### config.mk
export PLATFORM = sky130hd
export DESIGN_NAME = elevator_request_scheduler
export DESIGN_NICKNAME = d
export VERILOG_FILES = /design/src/rtl/elevator_pkg.sv /design/src/rtl/elevator_floor_search.sv /design/src/rtl/elevator_request_scheduler.sv
export SDC_FILE = /design/constraint.sdc
export NUM_CORES = 1
export LEC_CHECK = 0
export ABC_AREA = 0
export BUFFER_PORTS_ARGS = -buffer_cell sky130_fd_sc_hd__buf_4
export CAP_MARGIN = 30
export CORE_AREA = 2 2 62 64
export CTS_CLUSTER_SIZE = 28
export DETAILED_ROUTE_END_ITERATION = 7
export DIE_AREA = 0 0 64 66
export GPL_TIMING_DRIVEN = 0
export PLACE_DENSITY = 0.8
export SLEW_MARGIN = 30
export SYNTH_ARGS = -nofsm -noshare
export SYNTH_HDL_FRONTEND = slang
export SYNTH_SLANG_ARGS = --single-unit
### constraint.sdc
create_clock -name clk -period 11.7 [get_ports clk]
set_clock_uncertainty 0.1 [all_clocks]
set_input_delay 0.585 -clock clk [delete_from_list [all_inputs] [get_ports clk]]
set_output_delay 0.585 -clock clk [all_outputs]
set_load 0.02 [all_outputs]
### src/rtl/elevator_pkg.sv
`default_nettype none
// ============================================================================
// Module      : elevator_pkg
// Description : Types and default sizing shared between the request scheduler
//               and the car controller so floor-index widths always agree.
// Revision    : 1.0 - initial release
// ============================================================================
package elevator_pkg;

  // Default building size; the car controller sizes next_floor from these.
  localparam int c_num_floors = 6;
  localparam int c_floor_w    = 3;

  // Sweep direction of the collective (SCAN) scheduler.
  typedef enum logic [1:0] {
    DIR_IDLE = 2'b00,
    DIR_UP   = 2'b01,
    DIR_DOWN = 2'b10
  } dir_e;

endpackage : elevator_pkg
`default_nettype wire

### src/rtl/elevator_floor_search.sv
`default_nettype none
// ============================================================================
// Module      : elevator_floor_search
// Description : Combinational search on one side of the car (strictly above
//               or strictly below current_floor). Reports the sweep target
//               (nearest floor in req_near, else the farthest floor in
//               req_far), the nearest floor holding any request, and whether
//               any request exists on that side at all.
// Revision    : 1.0 - initial release
// ============================================================================
module elevator_floor_search
  import elevator_pkg::*;
#(
  parameter int NUM_FLOORS = c_num_floors,
  parameter int FLOOR_W    = c_floor_w
) (
  input  logic [NUM_FLOORS-1:0] req_near,
  input  logic [NUM_FLOORS-1:0] req_far,
  input  logic [FLOOR_W-1:0]    current_floor,
  input  logic                  search_up,
  output logic [FLOOR_W-1:0]    sweep_floor,
  output logic [FLOOR_W-1:0]    nearest_floor,
  output logic                  found
);

  logic [NUM_FLOORS-1:0] w_range;
  logic [NUM_FLOORS-1:0] w_req_any;
  logic                  w_near_hit;
  logic [FLOOR_W-1:0]    w_near_floor;
  logic                  w_far_hit;
  logic [FLOOR_W-1:0]    w_far_floor;
  logic                  w_any_hit;
  logic [FLOOR_W-1:0]    w_any_floor;

  assign w_req_any = req_near | req_far;

  // Floors strictly on the searched side of the car.
  for (genvar i = 0; i < NUM_FLOORS; i++) begin : g_range
    assign w_range[i] = search_up ? (FLOOR_W'(i) > current_floor)
                                  : (FLOOR_W'(i) < current_floor);
  end

  // Ascending scan: "nearest" keeps the first hit going up and the last hit
  // going down; "farthest" does the opposite.
  always_comb begin
    w_near_hit   = 1'b0;
    w_near_floor = '0;
    w_far_hit    = 1'b0;
    w_far_floor  = '0;
    w_any_hit    = 1'b0;
    w_any_floor  = '0;
    for (int i = 0; i < NUM_FLOORS; i++) begin
      if (w_range[i] && req_near[i] && (!search_up || !w_near_hit)) begin
        w_near_floor = FLOOR_W'(i);
        w_near_hit   = 1'b1;
      end
      if (w_range[i] && req_far[i] && (search_up || !w_far_hit)) begin
        w_far_floor = FLOOR_W'(i);
        w_far_hit   = 1'b1;
      end
      if (w_range[i] && w_req_any[i] && (!search_up || !w_any_hit)) begin
        w_any_floor = FLOOR_W'(i);
        w_any_hit   = 1'b1;
      end
    end
  end

  // Same-direction requests take priority; opposite-direction hall calls are
  // served from the far end so the sweep turns around there.
  always_comb begin
    sweep_floor   = w_near_hit ? w_near_floor : w_far_floor;
    nearest_floor = w_any_floor;
    found         = w_any_hit;
  end

endmodule : elevator_floor_search
`default_nettype wire

### src/rtl/elevator_request_scheduler.sv
`default_nettype none
// ============================================================================
// Module      : elevator_request_scheduler
// Description : Latches car/hall buttons into pending-request registers,
//               clears them on service, and runs a SCAN direction FSM that
//               presents the next target floor to the car controller.
// Revision    : 1.0 - initial release
// ============================================================================
module elevator_request_scheduler
  import elevator_pkg::*;
#(
  parameter int NUM_FLOORS = c_num_floors,
  parameter int FLOOR_W    = c_floor_w
) (
  input  logic                  clk,
  input  logic                  reset,
  input  logic [NUM_FLOORS-1:0] btn_car,
  input  logic [NUM_FLOORS-1:0] btn_hall_up,
  input  logic [NUM_FLOORS-1:0] btn_hall_down,
  input  logic [FLOOR_W-1:0]    current_floor,
  input  logic                  serviced,
  output logic [FLOOR_W-1:0]    target_floor,
  output logic                  target_valid,
  output logic [1:0]            direction,
  output logic [NUM_FLOORS-1:0] pend_car,
  output logic [NUM_FLOORS-1:0] pend_up,
  output logic [NUM_FLOORS-1:0] pend_down
);

  // No up call exists at the top floor and no down call at the ground floor.
  localparam logic [NUM_FLOORS-1:0] c_up_mask   = {1'b0, {(NUM_FLOORS-1){1'b1}}};
  localparam logic [NUM_FLOORS-1:0] c_down_mask = {{(NUM_FLOORS-1){1'b1}}, 1'b0};
  localparam logic [FLOOR_W:0]      c_num       = (FLOOR_W+1)'(NUM_FLOORS);

  logic [NUM_FLOORS-1:0] r_pend_car, r_pend_up, r_pend_down;
  logic [NUM_FLOORS-1:0] w_car_nxt, w_up_nxt, w_down_nxt;
  logic [NUM_FLOORS-1:0] w_clr_car, w_clr_up, w_clr_down;
  logic [NUM_FLOORS-1:0] w_req_all, w_cur_onehot, w_above, w_below;
  logic                  w_legal, w_any_above, w_any_below, w_req_here;

  dir_e                  r_direction, w_dir_nxt;
  logic [FLOOR_W-1:0]    r_target, w_target_nxt;
  logic                  r_valid, w_valid_nxt;

  logic [FLOOR_W-1:0]    w_up_sweep, w_up_near, w_dn_sweep, w_dn_near;
  logic                  w_up_found, w_dn_found;
  logic [FLOOR_W-1:0]    w_dist_up, w_dist_dn;

  assign w_legal   = {1'b0, current_floor} < c_num;
  assign w_req_all = r_pend_car | r_pend_up | r_pend_down;

  // Per-floor position of each floor relative to the car.
  for (genvar i = 0; i < NUM_FLOORS; i++) begin : g_floor_pos
    assign w_cur_onehot[i] = w_legal && (current_floor == FLOOR_W'(i));
    assign w_above[i]      = FLOOR_W'(i) > current_floor;
    assign w_below[i]      = FLOOR_W'(i) < current_floor;
  end

  assign w_any_above = |(w_req_all & w_above);
  assign w_any_below = |(w_req_all & w_below);
  assign w_req_here  = |(w_req_all & w_cur_onehot);

  // Sweep-up view: car/up calls first, down calls as the turnaround point.
  elevator_floor_search #(
    .NUM_FLOORS(NUM_FLOORS),
    .FLOOR_W   (FLOOR_W)
  ) u_search_above (
    .req_near     (r_pend_car | r_pend_up),
    .req_far      (r_pend_down),
    .current_floor(current_floor),
    .search_up    (1'b1),
    .sweep_floor  (w_up_sweep),
    .nearest_floor(w_up_near),
    .found        (w_up_found)
  );

  // Sweep-down view: car/down calls first, up calls as the turnaround point.
  elevator_floor_search #(
    .NUM_FLOORS(NUM_FLOORS),
    .FLOOR_W   (FLOOR_W)
  ) u_search_below (
    .req_near     (r_pend_car | r_pend_down),
    .req_far      (r_pend_up),
    .current_floor(current_floor),
    .search_up    (1'b0),
    .sweep_floor  (w_dn_sweep),
    .nearest_floor(w_dn_near),
    .found        (w_dn_found)
  );

  assign w_dist_up = w_up_near - current_floor;
  assign w_dist_dn = current_floor - w_dn_near;

  // Service clears: the hall call matching the travel direction is answered;
  // the opposite one only when the car is about to reverse here.
  always_comb begin
    w_clr_car  = '0;
    w_clr_up   = '0;
    w_clr_down = '0;
    if (serviced) begin
      w_clr_car = w_cur_onehot;
      case (r_direction)
        DIR_UP: begin
          w_clr_up = w_cur_onehot;
          if (!w_any_above) w_clr_down = w_cur_onehot;
        end
        DIR_DOWN: begin
          w_clr_down = w_cur_onehot;
          if (!w_any_below) w_clr_up = w_cur_onehot;
        end
        default: begin
          w_clr_up   = w_cur_onehot;
          w_clr_down = w_cur_onehot;
        end
      endcase
    end
  end

  assign w_car_nxt  = (r_pend_car  | btn_car)       & ~w_clr_car;
  assign w_up_nxt   = (r_pend_up   | btn_hall_up)   & ~w_clr_up   & c_up_mask;
  assign w_down_nxt = (r_pend_down | btn_hall_down) & ~w_clr_down & c_down_mask;

  // Pending-request registers; a clear beats a same-cycle press.
  always_ff @(posedge clk) begin
    if (!reset) begin
      r_pend_car  <= '0;
      r_pend_up   <= '0;
      r_pend_down <= '0;
    end else begin
      r_pend_car  <= w_car_nxt;
      r_pend_up   <= w_up_nxt;
      r_pend_down <= w_down_nxt;
    end
  end

  // Direction, target and valid registers.
  always_ff @(posedge clk) begin
    if (!reset) begin
      r_direction <= DIR_IDLE;
      r_target    <= '0;
      r_valid     <= 1'b0;
    end else begin
      r_direction <= w_dir_nxt;
      r_target    <= w_target_nxt;
      r_valid     <= w_valid_nxt;
    end
  end

  // Next direction: keep sweeping while work remains ahead, otherwise reverse
  // or fall idle. From idle the nearest request wins, ties going up.
  always_comb begin
    w_dir_nxt = r_direction;
    if (w_legal) begin
      case (r_direction)
        DIR_UP: begin
          if (w_up_found)      w_dir_nxt = DIR_UP;
          else if (w_dn_found) w_dir_nxt = DIR_DOWN;
          else                 w_dir_nxt = DIR_IDLE;
        end
        DIR_DOWN: begin
          if (w_dn_found)      w_dir_nxt = DIR_DOWN;
          else if (w_up_found) w_dir_nxt = DIR_UP;
          else                 w_dir_nxt = DIR_IDLE;
        end
        default: begin
          if (w_req_here)
            w_dir_nxt = DIR_IDLE;
          else if (w_up_found && (!w_dn_found || (w_dist_up <= w_dist_dn)))
            w_dir_nxt = DIR_UP;
          else if (w_dn_found)
            w_dir_nxt = DIR_DOWN;
          else
            w_dir_nxt = DIR_IDLE;
        end
      endcase
    end
  end

  // Target for the chosen direction; holds its last value when nothing is
  // pending or the reported floor is out of range.
  always_comb begin
    w_target_nxt = r_target;
    w_valid_nxt  = r_valid;
    if (w_legal) begin
      case (w_dir_nxt)
        DIR_UP: begin
          w_target_nxt = w_up_sweep;
          w_valid_nxt  = 1'b1;
        end
        DIR_DOWN: begin
          w_target_nxt = w_dn_sweep;
          w_valid_nxt  = 1'b1;
        end
        default: begin
          if (w_req_here) begin
            w_target_nxt = current_floor;
            w_valid_nxt  = 1'b1;
          end else begin
            w_valid_nxt  = 1'b0;
          end
        end
      endcase
    end
  end

  assign target_floor = r_target;
  assign target_valid = r_valid;
  assign direction    = r_direction;
  assign pend_car     = r_pend_car;
  assign pend_up      = r_pend_up;
  assign pend_down    = r_pend_down;

endmodule : elevator_request_scheduler
`default_nettype wire

# After elaboration in Yosys (flattened, before gate mapping)
# Index checks and enable logic that the tools add are counted.
# W data, S select, Z words.
[totals]
memories = 0
input_bits = 24
out_inout_bits = 24
wordCells = 209
latch_bits = 0
romBits = 0
register_bits = 23
mem_bits_rw = 0
[classes]
n_bitwise = 16
n_reduce_logical = 81
order_cmp = 14
eq_ne = 9
div_mod_pow = 0
shift = 0
add_sub_neg = 2
n_mux = 80
mul = 0
[ops]
columns = ["operator", "n"]
rows = [
  ["$logic_and A1 B1 Y1", 56],
  ["$mux W3", 15],
  ["$mux W1", 38],
  ["$mux W2", 18],
  ["$and A6 B6 Y6", 5],
  ["$mux W6", 4],
  ["$or A6 B6 Y6", 4],
  ["$reduce_or A6 Y1", 3],
  ["$logic_not A1 Y1", 16],
  ["$mux W5", 3],
  ["$not A6 Y6", 2],
  ["$or A6 B5 Y6", 2],
  ["$eq A3 B2 Y1 const B", 2],
  ["$eq A3 B3 Y1 const B", 2],
  ["$gt A1 B3 Y1 const A", 2],
  ["$gt A2 B3 Y1 const A", 2],
  ["$gt A3 B3 Y1 const A", 2],
  ["$lt A1 B3 Y1 const A", 2],
  ["$lt A2 B3 Y1 const A", 2],
  ["$lt A3 B3 Y1 const A", 2],
  ["$pmux W3 S2", 1],
  ["$sub A3 B3 Y3", 2],
  ["$and A5 B5 Y5", 1],
  ["$not A5 Y5", 1],
  ["13 further kinds", 15],
]

# Logic depth before layout (Yosys ltp)
# Gate-level depths: netlist (run 1).
[depth]
depth_word = 30
mapped_depth = 23

# By module
# A second synthesis (run 1) with hierarchy kept.
[unflattened]
hier_cells = 407
hier_area_um2 = 2892.8
[by_module_without_submodules]
columns = ["mod", "seq_area_each_um2", "area_each_um2", "cells_each", "instances"]
rows = [
  ["elevator_floor_search", 0.0, 735.7, 115, 2],
  ["elevator_request_scheduler", 440.4, 1421.4, 177, 1],
]

# Worst setup path after synthesis (run 1)
# Ideal clock, no wire load.
[synth_timing]
path_type = "input to register"
start = "input current_floor[2]"
end = "register r_target[2] (netlist: target_floor[2])"
setup_slack_ns = 7.272
t_required_ns = 11.467
arrival_ns = 4.195
cell_stages = 23
path_cell_list = "buf_4 -> buf_4 -> clkbuf_1 -> nor2_1 -> a31oi_1 -> o22ai_1 -> a21oi_1 -> ha_1 -> inv_1 -> fa_1 -> ha_1 -> nor2b_1 -> o21ai_0 -> a32oi_1 -> a211oi_1 -> or4_4 -> nand2_1 -> ha_1 -> inv_1 -> o41ai_1 -> a21o_1 -> o2111ai_1 -> o21ai_0"
[synth_via]
elab_chain_len = 29
elab_cells_between_ends = 158
classes_between = "add/sub (2); order compare (14); eq/ne (7); mux (59); bitwise (1); reduce/logical (75)"
[synth_rtl]
columns = ["element", "line_no", "source"]
rows = [
  ["start, declared", "elevator_request_scheduler.sv:20", "input logic [FLOOR_W-1:0] current_floor,"],
  ["$gt A1 B3 Y1", "elevator_floor_search.sv:39", "assign w_range[i] = search_up ? (FLOOR_W'(i) > current_floor)"],
  ["$logic_and A1 B1 Y1", "elevator_floor_search.sv:61", "if (w_range[i] && w_req_any[i] && (!search_up || !w_any_hit)) begin"],
  ["$mux W1", "elevator_floor_search.sv:61", ""],
  ["$logic_not A1 Y1", "elevator_floor_search.sv:61", ""],
  ["$logic_and A1 B1 Y1", "elevator_floor_search.sv:61", ""],
  ["$mux W1", "elevator_floor_search.sv:61", ""],
  ["$logic_not A1 Y1", "elevator_floor_search.sv:61", ""],
  ["$logic_and A1 B1 Y1", "elevator_floor_search.sv:61", ""],
  ["[... 14 more ...]", "--", ""],
  ["$mux W2", "elevator_request_scheduler.sv:168", "else if (w_up_found && (!w_dn_found || (w_dist_up <= w_dist_dn)))"],
  ["$mux W2", "elevator_request_scheduler.sv:166", "if (w_req_here)"],
  ["$pmux W2 S2", "elevator_request_scheduler.sv:154", "case (r_direction)"],
  ["$mux W2 *", "elevator_request_scheduler.sv:153", "if (w_legal) begin"],
  ["named net w_dir_nxt[1]", "elevator_request_scheduler.sv:41", "dir_e r_direction, w_dir_nxt;"],
  ["$eq A2 B2 Y1 or $eq A2 B1 Y1 (tied branches)", "elevator_request_scheduler.sv:185", "case (w_dir_nxt)"],
  ["$reduce_bool A3 Y1 (no source line)", "--", ""],
  ["$reduce_and A2 Y1 (no source line)", "--", ""],
  ["end signal, assigned", "elevator_request_scheduler.sv:144", "r_target <= w_target_nxt;"],
  ["end, declared", "elevator_request_scheduler.sv:42", "logic [FLOOR_W-1:0] r_target, w_target_nxt;"],
]
# The timed path passes the listed nets; every way through them passes the cells marked *. The select of a mux whose other input is x is not followed.
# A chain may end at the register's enable or synchronous reset.

# Final worst setup path (run 1)
[layout_timing]
start = "input current_floor[2]"
end = "register r_target[1] (netlist: target_floor[1])"
# The elaborated chain is that of the path after synthesis.

==> results.py, run 1 <==
metrics = {
    "cells_and_area": {
        "area_growth_pct": 23.2,
        "fillers": 335,
        "multi_input_area_um2": 1150,
        "seqCellArea_um2": 440,
        "drive_gt1_share_pct": 23.5,
        "layout.nets": 314,
        "finalNonFillerCells": 325,
        "antennaDiodeCount": 0,
    },
    "global_route": {
        "grt_pass1_wl_um": 8170,
        "grt_pass1_vias": 1841,
        "grt_usage_pct": 24.0,
        "grt_max_degree": 12,
        "grt_overflow": 0,
        "antenna_found_initial": 0,
    },
    "yosys": {
        "synth.area.top_cells": "dfxtp_1 (25%), o21ai_0 (8.4%), nor2_1 (7.6%)",
        "synth_area_um2": 1730,
        "synth_edf_count": 0,
        "synth_common_cells": "nor2_1 (35), o21ai_0 (29), a21oi_1 (23), dfxtp_1 (22), inv_1 (16)",
        "synth_mux_area_share_pct": 0,
        "post-synth-top-count-cell": "nor2_1",
        "yosys_warnings": 0,
        "synth_ff_type": "dfxtp_1",
        "synth_simple_gate_area_share_pct": 22.6,
        "ys_seq_area_share_pct": 25.4,
        "synth_top_family_by_area": "compound AO/OA/AOI/OAI gates",
        "syn_area_per_cell_um2": 7.50,
        "synth-async-reset-ratio_pct": 0,
        "synth_compound_area_share_pct": 33.8,
        "synth.distinct_cells": 53,
        "synth_fa_ha_area_share_pct": 8.82,
        "syn_inst": 231,
        "yosysTopAreaCellShare_pct": 25.4,
        "synthXorXnorAreaFrac_pct": 1.01,
        "yosys.area.top_type": "dfxtp_1",
        "synth-seq-cells": 22,
    },
    "routing": {
        "wl_um": 4780,
        "drt_iter0_markers": 118,
        "route.detailed.drc": 0,
        "detail_route.wl_per_cell_um": 14.7,
        "route.vias.total": 1910,
        "drtAntennaViolNets": 0,
        "avgViaCountPerCell": 5.88,
        "drt_first_pass_iters": 4,
    },
    "clocking": {
        "cts_root_buffer": "clkbuf_4",
        "path_clk_slew_ns": 0.12,
        "cts_setup_buffers": 0,
        "ctsHoldBuffers": 0,
        "cts_repair_resize_count": 0,
        "clkLatencyLatePin_ns": 0.31,
        "clock_sinks": 22,
        "cts_tree": "done",
        "cts_buffers": 3,
        "clk_path_buf_depth": 2,
        "cts_max_level": 1,
    },
    "place": {
        "dp_hpwl_um": 3850,
        "placed_cells": 322,
        "portBuffers": 42,
        "dpl_worst_slack_ns": 6.57,
        "gp_congestion": 0.939,
    },
    "timing": {
        "min_period_over_period_pct": 41.5,
        "slew_viol_final": 0,
        "finalSetupTns_ns": 0,
        "setup_ws_ns": 6.84,
        "worst_pin_slew_ns": 0.549,
        "rsz0062_at_grt": "no",
        "period_minus_slack_ns": 4.86,
        "hold_viol_final": 0,
        "fmax_mhz": 206,
        "hold_slack_ns": 0.370,
        "maxSlewHeadroom_pct": 63.1,
        "finalSetupViolCount": 0,
    },
    "job": {
        "cap_violations": 0,
    },
    "pwr": {
        "max-vdd-ir-drop_mv": 0.0733,
        "p_leak_nw": 0.908,
        "powerDensity_nw_per_um2": 151,
    },
    "worst_setup_path": {
        "endpoint_kind": "register",
        "path_class": "in -> reg",
        "critPathMaxFanout": 10,
        "start_kind": "primary input",
        "critical_path_arrival_ns": 5.00,
        "cp.required_ns": 11.84,
    },
    "hold_path": {
        "worst_hold_path_type": "in -> reg",
    },
    "floorplanning": {
        "core_um2": 3550,
        "dieArea_um2": 4220,
        "die_y_um": 66,
        "die_x_um": 64,
        "start_util_pct": 48.8,
        "ioPinCount": 48,
        "rows": 22,
    },
    "status": {
        "outcome": "complete, no violations",
    },
}
power breakdown:
group | internal, mW | switching [mW]
clock network | 0.0120 | 0.0228
registers | 0.0862 | 0.0120
logic | 0.0829 | 0.105
total | 0.181 | 0.140
worst max-delay path, stage by stage:
cell and delay (ns):
buf_4 0.10, buf_4 0.17, buf_4 0.19, clkbuf_1 0.37
nor2_1 0.10, a31oi_1 0.16, o22ai_1 0.10, a21oi_1 0.17
ha_1 0.17, inv_1 0.05, fa_1 0.43, ha_1 0.31
nor2b_1 0.13, o21ai_0 0.09, a32oi_1 0.16, a211oi_1 0.11
or4_4 0.54, nand2_1 0.08, ha_1 0.20, nor2_1 0.06
a21oi_1 0.37, o211ai_1 0.16, o22ai_1 0.16
path summary, 6_finish.rpt:
kind | start | to | slack [ns] | cells after the start
worst min register to register | target_floor[2]$_SDFFE_PN0P_ | target_floor[2]$_SDFFE_PN0P_ | 0.38 | 2
worst min-delay path | btn_hall_down[5] | pend_down[5]$_SDFF_PN0_ | 0.37 | 3
worst max-delay path | current_floor[2] | target_floor[1]$_SDFFE_PN0P_ | 6.84 | 23
worst max register to register | pend_up[3]$_SDFF_PN0_ | target_floor[1]$_SDFFE_PN0P_ | 6.96 | 20
through the flow:
step | area, um^2 | power, mW | util, %
after floorplan | 1740 | 0.234 | -
after global placement | 2110 | 0.283 | 59.4
after detailed placement | 2110 | 0.286 | 59.4
after CTS | 2130 | 0.320 | 60.1
after global routing | 2130 | 0.349 | 60.1
final | 2130 | 0.321 | 60.1
state kept, by name, summed over array words and instances, names as in the netlist:
name          cells
pend_up           5
target_floor      3
pend_car          6
pend_down         5
direction         2
target_valid      1
area by class of cell:
type,count,share of cell area (%)
inverters,16,2.82
multi-input cells,182,54.1
well taps,48,2.82
clock buffers,3,1.06
plain buffers,12,3.75
flip-flops and latches,22,20.6
repair buffers,42,14.8
cell families after synthesis:
group / count (synthesis)
flops: 22
xor+xnor: 2
simple gates: 75
other cells: 1
compound gates: 92
fa+ha+maj: 11
buf+inv: 28
layer usage:
layer / global-route usage (%) / vias up / wire, um
li1: - / 935 / -
met1: 30.4 / 884 / 2060
met2: 42.7 / 78 / 2290
met3: 2.73 / 13 / 319
met4: 7.34 / 0 / 113
met5: 0 / - / 0
layout by cell type, fill, tap and decap left out, types with 5 or more instances in the layout:
cell      n
nor3_1    7
ha_1      9
nand2_1  11
inv_1    16
a21oi_1  23
a31oi_1   6
o22ai_1   5
nor2_1   35
buf_4    49
dfxtp_1  22
o21ai_0  29
No activity file was read; power rests on OpenSTA's default activity.
==> run 2, diff against run 1 <==
==> constraint.sdc (replaced) <==
create_clock -name clk -period 4.5 [get_ports clk]
set_clock_uncertainty 0.1 [all_clocks]
set_input_delay 0.225 -clock clk [delete_from_list [all_inputs] [get_ports clk]]
set_output_delay 0.225 -clock clk [all_outputs]
set_load 0.02 [all_outputs]
==> run 2 against run 1 <==
Net effect:
- via count increased by 0.21%
- combinational power increased to 3.1 times the previous value
- count of clock-buffer cells in the layout unchanged
- non-clock buffer count increased by 5
- critical endpoint unchanged
- largest power group unchanged
==> results.py, run 2 (synthesis gave the netlist of run 1 again) <==
metrics = {
    "routing": {
        "route.vias.total": 1914,
        "wl_um": 4880,
        "drtAntennaViolNets": 0,
        "detail_route.wl_per_cell_um": 14.8,
        "drt_iter0_markers": 113,
        "drt_first_pass_iters": 5,
        "avgViaCountPerCell": 5.80,
        "route.detailed.drc": 0,
    },
    "clocking": {
        "clock_sinks": 22,
        "cts_tree": "done",
        "path_clk_slew_ns": 0.12,
        "cts_buffers": 3,
        "clkLatencyLatePin_ns": 0.31,
        "cts_max_level": 1,
        "cts_root_buffer": "clkbuf_4",
        "ctsHoldBuffers": 0,
        "clk_path_buf_depth": 2,
    },
    "pwr": {
        "max-vdd-ir-drop_mv": 0.249,
        "pwr-share-seq_pct": 27.9,
        "power.share.clock_pct": 9.7,
        "combPwrFrac_pct": 62.5,
        "p_sw_share_pct": 42.4,
        "powerDensity_nw_per_um2": 412,
        "p_leak_nw": 0.942,
        "internal_power_mw": 0.533,
        "switching_power_mw": 0.392,
    },
    "floorplanning": {
        "core_um2": 3550,
        "start_util_pct": 48.8,
        "ioPinCount": 48,
        "die_y_um": 66,
        "die_x_um": 64,
        "dieArea_um2": 4220,
        "rows": 22,
    },
    "worst_setup_path": {
        "critical_path_arrival_ns": 4.42,
        "path_class": "reg -> reg",
        "cp.required_ns": 4.64,
        "endpoint_kind": "register",
        "critPathMaxFanout": 5,
        "start_kind": "register",
    },
    "cells_and_area": {
        "largest_reg_flops": 6,
        "antennaDiodeCount": 0,
        "stdcell_area_um2": 2250,
        "area_growth_pct": 29.8,
        "drive_gt1_share_pct": 30.5,
        "mostFrequentLayoutCell": "buf_4",
        "layout.nets": 319,
        "final_cell_mix": "buf_4 (54), nor2_1 (35), o21ai_0 (25)",
    },
    "timing": {
        "hold_slack_ns": 0.00960,
        "finalSetupViolCount": 0,
        "maxSlewHeadroom_pct": 61.5,
        "slew_viol_final": 0,
        "fmax_mhz": 234,
        "period_minus_slack_ns": 4.27,
        "worst_pin_slew_ns": 0.577,
        "finalSetupTns_ns": 0,
        "min_period_over_period_pct": 95.0,
        "rsz0062_at_grt": "no",
        "hold_viol_final": 0,
    },
    "global_route": {
        "grt_pass1_wl_um": 8170,
        "grt_usage_pct": 24.0,
        "antenna_found_initial": 0,
        "grt_max_degree": 12,
        "grt_pass1_vias": 1841,
        "grt_overflow": 0,
    },
    "job": {
        "cap_violations": 0,
    },
    "place": {
        "post_dp_cell_area_um2": 2110,
        "gp_congestion": 0.939,
        "dp_hpwl_um": 3850,
        "portBuffers": 42,
    },
    "status": {
        "outcome": "complete, no violations",
    },
    "hold_path": {
        "worst_hold_path_type": "in -> reg",
    },
}
==> run 2: changes by cell type in the layout (fill, tap and decap cells not counted), moves of 3 or more <==
cell     change
ha_1         -4
dfxtp_1      -3
buf_4        +5
o21ai_1      +4
o21ai_0      -4
ha_2         +3
==> run 2: path summary, 6_finish.rpt <==
path	start	endpoint	slack (ns)	cells after the start
worst min register to register	target_floor[2]$_SDFFE_PN0P_	target_floor[2]$_SDFFE_PN0P_	0.37	2
worst max register to register	pend_car[3]$_SDFF_PN0_	target_floor[1]$_SDFFE_PN0P_	0.23	21
worst max-delay path	pend_car[3]$_SDFF_PN0_	target_floor[1]$_SDFFE_PN0P_	0.23	21
worst min-delay path	btn_hall_down[5]	pend_down[5]$_SDFF_PN0_	0.01	3
==> run 2: power groups by stage <==
stage,Clock [mW],Combinational (mW),Sequential [mW]
after floorplan,0,0.320,0.288
after global placement,0,0.476,0.259
after detailed placement,0,0.484,0.259
after CTS,0.0907,0.487,0.255
after global routing,0.0985,0.642,0.261
final,0.0894,0.578,0.258
==> run 2: area by class of cell <==
type	instances	area, um^2
multi-input combinational	182	1220
buffer	12	81.3
clock buffer	3	22.5
timing repair buffer	47	353
fill	320	1300
inverter	16	60.1
sequential	22	449
tap	48	60.1
==> run 2: per-layer routing <==
metal | global-route usage [%] | part of all wire (%) | up-vias
met5 | 0 | 0 | -
met4 | 7.34 | 2.1 | 0
met3 | 2.73 | 5.9 | 11
met2 | 42.7 | 48 | 78
met1 | 30.4 | 44 | 877
li1 | - | - | 948
==> run 2: what timing repair did <==
action	in CTS	in global routing
pin swaps	0	10
resized for setup	1	25
setup buffers	0	5
setup endpoints to repair	3	3
==> run 2: worst max-delay path, cell delays in order (launching register included) <==
cell and delay (ns):
dfxtp_4 0.39, nor3_4 0.26, inv_2 0.07, a22oi_2 0.17, o22ai_1 0.10, a21oi_1 0.20
ha_2 0.19, inv_1 0.05, fa_1 0.49, ha_4 0.29, nor2b_4 0.12, o21ai_1 0.07
a32oi_1 0.20, a211oi_2 0.11, or4_4 0.51, nand2_1 0.09, ha_2 0.19, o21ai_1 0.10
a21oi_1 0.15, o21ai_1 0.10, o311a_1 0.13, o22ai_1 0.15
==> run 2: per-stage QoR <==
step | std cells | setup WS [ns] | power, mW | util, %
2_1_floorplan | 232 | 0.421 | 0.608 | -
3_3_place_gp | 322 | -0.191 | 0.735 | 59.4
3_5_place_dp | 322 | -0.265 | 0.743 | 59.4
4_1_cts | 325 | 0.0320 | 0.833 | 60.2
5_1_grt | 330 | 0.00630 | 1.00 | 63.3
6_report | 330 | 0.226 | 0.926 | 63.3
==> run 3, diff against run 2 <==
--- a/config.mk
+++ b/config.mk
@@ -8,13 +8,14 @@
 export ABC_AREA = 0
 export BUFFER_PORTS_ARGS = -buffer_cell sky130_fd_sc_hd__buf_4
 export CAP_MARGIN = 30
-export CORE_AREA = 2 2 62 64
+export CORE_AREA = 2 2 80 82
 export CTS_CLUSTER_SIZE = 28
 export DETAILED_ROUTE_END_ITERATION = 7
-export DIE_AREA = 0 0 64 66
+export DIE_AREA = 0 0 82 84
 export GPL_TIMING_DRIVEN = 0
-export PLACE_DENSITY = 0.8
-export SLEW_MARGIN = 30
+export PLACE_DENSITY = 0.75
+export SLEW_MARGIN = 5
 export SYNTH_ARGS = -nofsm -noshare
 export SYNTH_HDL_FRONTEND = slang
+export SYNTH_HIERARCHICAL = 1
 export SYNTH_SLANG_ARGS = --single-unit
==> constraint.sdc (replaced) <==
create_clock -name clk -period 4.5 [get_ports clk]
set_clock_uncertainty 0.1 [all_clocks]
set_input_delay 0.225 -clock clk [delete_from_list [all_inputs] [get_ports clk]]
set_output_delay 0.225 -clock clk [all_outputs]
set_load 0.005 [all_outputs]
==> run 3 against run 2 <==
Net effect:
- power is 36% higher
- global-route usage is 2.4 points higher
- hold slack better by 0.038 ns
- cell count is 69% higher
- critical path depth is 1 lower
- via count is 78% higher
- maximum frequency is 4.4% lower
- count of clock-buffer cells in the layout stayed put
- largest cell class unchanged
- largest power group unchanged
- highest routed layer unchanged
==> results.py, run 3 <==
metrics = {
    "timing": {
        "fmax_mhz": 224,
        "maxSlewHeadroom_pct": 59.6,
        "hold_viol_final": 0,
        "worst_pin_slew_ns": 0.599,
        "period_minus_slack_ns": 4.47,
        "finalSetupTns_ns": 0,
        "slew_viol_final": 0,
        "rsz0062_at_grt": "yes",
        "hold_slack_ns": 0.0474,
        "finalSetupViolCount": 0,
        "min_period_over_period_pct": 99.3,
    },
    "global_route": {
        "grt_pass1_wl_um": 14700,
        "antenna_found_initial": 0,
        "grt_usage_pct": 26.5,
        "grt_pass1_vias": 3071,
        "grt_overflow": 0,
        "grt_max_degree": 14,
    },
    "routing": {
        "drtAntennaViolNets": 0,
        "route.vias.total": 3408,
        "drt_first_pass_iters": 5,
        "avgViaCountPerCell": 6.10,
        "wl_um": 9260,
        "drt_iter0_markers": 453,
        "route.detailed.drc": 0,
        "detail_route.wl_per_cell_um": 16.6,
    },
    "clocking": {
        "ctsHoldBuffers": 0,
        "clock_sinks": 22,
        "path_clk_slew_ns": 0.09,
        "clk_path_buf_depth": 2,
        "cts_root_buffer": "clkbuf_8",
        "cts_tree": "done",
        "cts_buffers": 3,
        "clkLatencyLatePin_ns": 0.27,
        "cts_max_level": 1,
    },
    "place": {
        "placed_cells": 547,
        "dp_hpwl_um": 6850,
        "portBuffers": 42,
        "gp_congestion": 0.939,
    },
    "yosys": {
        "synth_area_um2": 2890,
        "syn_area_per_cell_um2": 7.11,
        "synth_common_cells": "a21oi_1 (44), nor2_1 (38), nand2_1 (34), o21ai_0 (27), dfxtp_1 (22)",
        "synth-async-reset-ratio_pct": 0,
        "synth.area.top_cells": "dfxtp_1 (15%), a21oi_1 (7.6%), nor2_1 (4.9%)",
        "synth_edf_count": 0,
        "synth-seq-cells": 22,
        "syn_inst": 407,
        "ys_seq_area_share_pct": 15.2,
        "yosysTopAreaCellShare_pct": 15.2,
        "synth.distinct_cells": 72,
        "post-synth-top-count-cell": "a21oi_1",
        "synth_ff_type": "dfxtp_1",
        "yosys.area.top_type": "dfxtp_1",
        "yosys_warnings": 6,
    },
    "cells_and_area": {
        "seqCellArea_um2": 450,
        "antennaDiodeCount": 0,
        "layout.nets": 518,
        "fillers": 575,
        "finalNonFillerCells": 559,
        "multi_input_area_um2": 2390,
        "drive_gt1_share_pct": 26.1,
        "final_cell_mix": "buf_4 (56), a21oi_1 (43), nor2_1 (36)",
        "mostFrequentLayoutCell": "buf_4",
        "area_growth_pct": 25.5,
        "largest_reg_flops": 6,
    },
    "status": {
        "outcome": "complete, no violations",
    },
    "hold_path": {
        "worst_hold_path_type": "in -> reg",
    },
    "floorplanning": {
        "die_y_um": 84,
        "core_um2": 6100,
        "dieArea_um2": 6890,
        "die_x_um": 82,
        "ioPinCount": 48,
        "rows": 29,
        "start_util_pct": 47.5,
    },
    "worst_setup_path": {
        "critical_path_arrival_ns": 4.58,
        "path_class": "reg -> reg",
        "critPathMaxFanout": 4,
        "endpoint_kind": "register",
        "cp.required_ns": 4.61,
        "start_kind": "register",
    },
    "job": {
        "cap_violations": 0,
    },
    "pwr": {
        "max-vdd-ir-drop_mv": 0.477,
        "p_leak_nw": 1.53,
        "powerDensity_nw_per_um2": 347,
    },
}
==> run 3: cell count changes after synthesis, moves of 7 or more <==
cell | before | now
nand2_1 | 11 | 34
or2_2 | 1 | 10
a21oi_1 | 23 | 44
buf_6 | 1 | 8
nand3_1 | 2 | 14
and2_1 | 1 | 10
==> run 3: cell families after synthesis <==
logic type	synth area share, %
buffers and inverters	8.74
AO/OA/AOI/OAI	36.7
XOR/XNOR	1.21
multiplexers	1.04
flip-flops	15.2
adder cells (fa/ha/maj)	5.28
AND/OR/NAND/NOR	31.5
other	0.260
==> run 3: timing repair <==
action | in CTS | in global routing
buffers inserted | 7 | 2
pin swaps | 12 | 12
resized for setup | 26 | 4
endpoints found under the setup margin | 4 | 3
==> run 3: worst paths after layout <==
path / start / endpoint / slack (ns) / cells after the start
setup reg to reg: pend_up[1]$_SDFF_PN0_ / target_floor[2]$_SDFFE_PN0P_ / 0.03 / 20
hold / removal: btn_hall_down[5] / pend_down[5]$_SDFF_PN0_ / 0.05 / 3
hold reg to reg: target_floor[2]$_SDFFE_PN0P_ / target_floor[2]$_SDFFE_PN0P_ / 0.37 / 2
setup / recovery: pend_up[1]$_SDFF_PN0_ / target_floor[2]$_SDFFE_PN0P_ / 0.03 / 20
==> run 3: where the power goes <==
group / switching, mW / internal, mW
registers: 0.0389 / 0.226
logic: 0.427 / 0.381
clock network: 0.0687 / 0.119
total: 0.535 / 0.726
==> run 3: layout make-up <==
cell class / instances / area share (%)
multi-input cells: 362 / 65.8
flip-flops and latches: 22 / 12.4
repair buffers: 51 / 10.5
plain buffers: 22 / 4.48
well taps: 77 / 2.65
inverters: 21 / 2.17
clock buffers: 3 / 1.14
clock inverters: 1 / 0.827
==> run 3: through the flow <==
step	utilization, %	setup WS, ns	power (mW)	area, um^2
4_1_cts	59.1	0.0106	1.22	3600
5_1_grt	59.6	-0.204	1.35	3630
3_3_place_gp	55.5	-0.294	0.900	3380
3_5_place_dp	55.5	-0.381	0.917	3380
6_report	59.6	0.0299	1.26	3630
2_1_floorplan	-	0.0677	0.731	2970
==> run 3: critical path, cell delays in order (launching register included) <==
cell and delay, ns:
dfxtp_4 0.35, or2_4 0.24, and2_4 0.14, o41a_1 0.40, a311oi_2 0.26, o311ai_1 0.13, inv_1 0.07, ha_2 0.17
inv_2 0.04, fa_2 0.34, xor2_2 0.15, xnor2_1 0.14, ha_1 0.31, o21a_1 0.11, o211ai_1 0.23, a21oi_2 0.12
or3_4 0.35, ha_4 0.20, nor2_2 0.13, a22o_2 0.22, mux2i_1 0.19
==> run 3: metal layers <==
metal | routed length [um] | up-vias | track usage (%)
li1 | - | 1649 | -
met1 | 4180 | 1585 | 38.4
met4 | 38 | 0 | 3.18
met5 | 0 | - | 0
met3 | 793 | 6 | 4.22
met2 | 4250 | 168 | 42.1
